**src/rtl/bus_xfer_seq.sv**
```systemverilog
// bus_xfer_seq: register-bus transfer sequencer (SYSCLK, RESET, req_* in; req_ready, oe, hold, latch, busy, done, err out)
module bus_xfer_seq #(
  parameter int NSRC = 6,
  parameter int NDST = 8,
  parameter int SETTLE = 1,
  localparam int SW = (NSRC > 1) ? $clog2(NSRC) : 1,
  localparam int CW = $clog2(SETTLE + 1)
) (
  input  logic            SYSCLK,
  input  logic            RESET,
  input  logic            req_valid,
  output logic            req_ready,
  input  logic [SW-1:0]   req_src,
  input  logic [NDST-1:0] req_dst,
  output logic [NSRC-1:0] oe,
  output logic            hold,
  output logic [NDST-1:0] latch,
  output logic            busy,
  output logic            done,
  output logic            err
);
  typedef enum logic [2:0] {IDLE, DRIVE, HOLD, STROBE, RELEASE} state_t;
  state_t state, state_n;
  logic [SW-1:0] q_src [2];
  logic [NDST-1:0] q_dst [2];
  logic wp, rp;
  logic [1:0] cnt;
  logic [CW-1:0] sc, sc_n;
  logic [SW-1:0] cur_src, src_n;
  logic [NDST-1:0] cur_dst, dst_n;
  logic empty, push, pop, head_ok, go, drv;
  assign empty = cnt == 2'd0;
  assign req_ready = cnt != 2'd2;
  assign push = req_valid & req_ready;
  assign head_ok = (int'(q_src[rp]) < NSRC) & (|q_dst[rp]);
  assign pop = (state == IDLE || state == RELEASE) && !empty;
  assign go = pop & head_ok;
  assign busy = (state != IDLE) | !empty;
  assign src_n = go ? q_src[rp] : cur_src;
  assign dst_n = go ? q_dst[rp] : cur_dst;
  assign drv = state_n == DRIVE || state_n == HOLD || state_n == STROBE;
  always_comb begin
    state_n = state;
    sc_n = sc;
    case (state)
      IDLE: begin
        state_n = go ? DRIVE : IDLE;
        sc_n = '0;
      end
      DRIVE: begin
        state_n = (sc == CW'(SETTLE - 1)) ? HOLD : DRIVE;
        sc_n = sc + 1'b1;
      end
      HOLD: state_n = STROBE;
      STROBE: state_n = RELEASE;
      RELEASE: begin
        state_n = go ? DRIVE : IDLE;
        sc_n = '0;
      end
      default: state_n = IDLE;
    endcase
  end
  // outputs are registered from the next state so they change on the same edge as the FSM
  always_ff @(posedge SYSCLK or posedge RESET) begin
    if (RESET) begin
      state <= IDLE;
      sc <= '0;
      wp <= 1'b0;
      rp <= 1'b0;
      cnt <= 2'd0;
      cur_src <= '0;
      cur_dst <= '0;
      oe <= '0;
      hold <= 1'b0;
      latch <= '0;
      done <= 1'b0;
      err <= 1'b0;
    end else begin
      state <= state_n;
      sc <= sc_n;
      wp <= wp ^ push;
      rp <= rp ^ pop;
      cnt <= cnt + 2'(push) - 2'(pop);
      cur_src <= src_n;
      cur_dst <= dst_n;
      oe <= drv ? NSRC'(1) << src_n : '0;
      hold <= state_n == HOLD || state_n == STROBE || state_n == RELEASE;
      latch <= (state_n == STROBE) ? dst_n : '0;
      done <= state_n == RELEASE;
      err <= pop & !head_ok;
    end
  end
  always_ff @(posedge SYSCLK) begin
    if (push) begin
      q_src[wp] <= req_src;
      q_dst[wp] <= req_dst;
    end
  end
endmodule

```
**config.mk**
```make
export PLATFORM = sky130hd
export DESIGN_NAME = bus_xfer_seq
export DESIGN_NICKNAME = d
export VERILOG_FILES = /design/src/rtl/bus_xfer_seq.sv
export SDC_FILE = /design/constraint.sdc
export NUM_CORES = 1
export LEC_CHECK = 0
export CAP_MARGIN = 20
export CELL_PAD_IN_SITES_DETAIL_PLACEMENT = 0
export CELL_PAD_IN_SITES_GLOBAL_PLACEMENT = 1
export CORE_MARGIN = 3
export CORE_UTILIZATION = 49
export DETAILED_ROUTE_END_ITERATION = 8
export PLACE_DENSITY_LB_ADDON = 0.1
export REMOVE_ABC_BUFFERS = 1
export SLEW_MARGIN = 10
export SYNTH_ARGS = -nofsm -noshare
export SYNTH_HDL_FRONTEND = slang
export SYNTH_SLANG_ARGS = --single-unit
```
**constraint.sdc**
```tcl
create_clock -name SYSCLK -period 5 [get_ports SYSCLK]
set_input_delay 0.5 -clock SYSCLK [delete_from_list [all_inputs] [get_ports SYSCLK]]
set_output_delay 0.5 -clock SYSCLK [all_outputs]
set_load 0.1 [all_outputs]
```
==> results.txt <==
Area Growth Syn to Fin -> 19.4%
RSZ-0062 raised after global routing -> false
Top cells by count, synth -> 36 x dfrtp_1, 22 x edfxtp_1, 16 x a211oi_2, 16 x inv_1, 11 x a21oi_1
EDFF count, synth -> 22
Largest net degree at the start of global routing -> 37
Met2 Use GR -> 25.2%
Share of layout cells above drive strength 1 -> 25.3%
Initial antenna violation count -> 0
Synth Register Bits -> 58
DRT Pass-1 Iters -> 4
CP Data Arrival Time -> 2.44 ns
Overall Global Routing Usage -> 16.1%
Synth area leader -> dfrtp_1
FF+latch area -> 1560 um^2
Nets -> 234
Die area -> 6250 um^2
I/O pin count -> 33
Vias -> 1532
Initial core utilization -> 52.9%
Slew @ Worst Pin -> 1.06 ns
H-tree depth -> 3
Tcrit/Tclk final -> 58.8%
WP data required -> 4.50 ns
Placer's final routability congestion estimate -> 0.773
Worst path max stage delay -> 0.99 ns
Post-route ant nets -> 0
Netlist area before placement -> 2620 um^2
Grt ovf -> 0
Final Hold Vio Count -> 0
Area contributors post-synth -> dfrtp_1 34%, edfxtp_1 25%, a211oi_2 7.7%, mux2_2 3.9%, inv_1 2.3%
Yosys top cell area share -> 34.4%
Netlist cell types -> 49
Element type at the critical path start -> flip-flop
Vias per inst -> 5.32
Worst-skew pair later-pin latency -> 0.32 ns
Top_reg_cell synth -> dfrtp_1
Worst Hold Class -> flip-flop to flip-flop
Syn Area/Cell -> 14.4 um^2
F_max -> 340 MHz
Clk_skew -> 0.00577 ns
Ys Warns -> 0
GR peak layer -> met2
Seq/Total Area, Yosys -> 59.7%
Total CTS buffers -> 9
Clock Sinks -> 58
Diode count -> 0
Filler Cells Inserted -> 409
Clock Path Buffers -> 2
Port Buffers -> 32
Final setup viols -> 0
Post-CTS Setup Bufs -> 0
Post-CTS resize count -> 0
Multi-input logic area -> 903 um^2
Routed len/inst -> 15.5 um
CTS tree -> yes
Slew headroom -> 29.3%
Final-report max-slew violation count -> 0
Drt total wl -> 4450 um
First DRT Iteration DRCs -> 54
Minimum clock period -> 2.94 ns
Met3 Use GR -> 3.85%
Post-DP HPWL -> 3340 um
Setup TNS Final -> 0 ns
Top-count cell post-synth -> dfrtp_1
# DRC -> 0
Core region area -> 4940 um^2
Number of global-route vias before repair -> 1635
Clock Pin Slew Worst Setup and Hold Paths -> 0.06 ns
Hold_buf cts -> 0
Row count -> 25
Die Y -> 79.1 um
Critical path peak fanout -> 12
Worst-path cell chain -> or4b_2 > clkdlybuf4s50_1
WHS Path Cells -> 1
Die W -> 79.1 um
Setup crit end kind -> output pin
Worst-case reg-to-reg path depth -> 4
Grt met1 use -> 20.9%
Status -> finished, final reports clean
Max-Cap Viols -> 0
Cell count after synthesis -> 182
Slowest cell on the critical path -> clkdlybuf4s50_1
First-pass GRT wire length -> 7630 um
Asr flop ratio synth -> 62.1%
Critical path class -> flip-flop to output pin
Root buffer cell -> clkbuf_8
-- layout by cell type (no fill, tap or decap), types with 2 or more instances in the layout --
cell             count
dfrtp_1             36
clkdlybuf4s50_1     32
edfxtp_1            22
inv_1               16
a211oi_2            16
a21oi_1             11
clkbuf_8            11
mux2_2               9
nand2_1              5
nor2_1               4
xnor2_1              4
ha_1                 4
nor3_1               3
o22ai_1              3
clkinv_2             3
nor2b_1              2
nor4_4               2
nor4_2               2
a21boi_1             2
nand2b_1             2
mux2i_1              2
a32o_1               2
clkbuf_1             2
-- worst max-delay path, delay by kind of cell, from the launching register on --
family / cells / cell delay (ns)
flops: 1 / 0.50
buf+inv: 1 / 0.99
simple gates: 1 / 0.64
-- logic make-up after synthesis --
family          share of synthesized area [%]
buf+inv                                  5.74
fa+ha+maj                                1.91
xor+xnor                                 1.34
compound gates                           18.0
mux                                      6.08
flops                                    59.7
simple gates                             7.18
-- state kept, by name, indices dropped and copies added, names as in the netlist --
register	count
sc	1
cur_dst	8
cur_src	3
hold	1
cnt	2
err	1
done	1
rp	1
state	3
q_src	6
wp	1
latch	8
q_dst	16
oe	6
-- final timing paths --
path | from | to | slack (ns)
setup / recovery | state[2]$_DFF_PP0_ | busy | 2.06
hold / removal | cnt[1]$_DFF_PP0_ | cnt[1]$_DFF_PP0_ | 0.51
setup reg to reg | rp$_DFF_PP0_ | state[0]$_DFF_PP0_ | 2.71
hold reg to reg | cnt[1]$_DFF_PP0_ | cnt[1]$_DFF_PP0_ | 0.51
max in group asynchronous | RESET | oe[2]$_DFF_PP0_ | 4.09
min in group asynchronous | RESET | latch[6]$_DFF_PP0_ | 0.59
-- routing by layer --
metal | wire [um] | share of wire [%]
met1 | 2050 | 46
met2 | 2150 | 48
met3 | 170 | 3.8
met4 | 81 | 1.8
met5 | 0 | 0
-- layout make-up --
type / instances / area share [%]
clock inverters: 3 / 0.481
inverters: 18 / 2.32
clock buffers: 13 / 5.09
flip-flops and latches: 58 / 50.0
well taps: 67 / 2.68
multi-input cells: 96 / 28.9
repair buffers: 33 / 10.5
-- through the flow --
step / std cells / hold WS, ns / cell area [um^2] / utilization (%) / setup slack, ns
floorplan: 172 / 0.468 / 2540 / - / 2.83
global placement: 272 / 0.485 / 2950 / 59.7 / 2.41
detailed placement: 272 / 0.501 / 2950 / 59.7 / 2.40
CTS: 288 / 0.514 / 3120 / 63.2 / 2.04
global route: 288 / 0.542 / 3120 / 63.2 / 1.97
finish: 288 / 0.514 / 3120 / 63.2 / 2.06
Power is left out: the tool's default activity adds up to more than one toggle a clock period on the data nets, which glitch-free logic cannot reach.
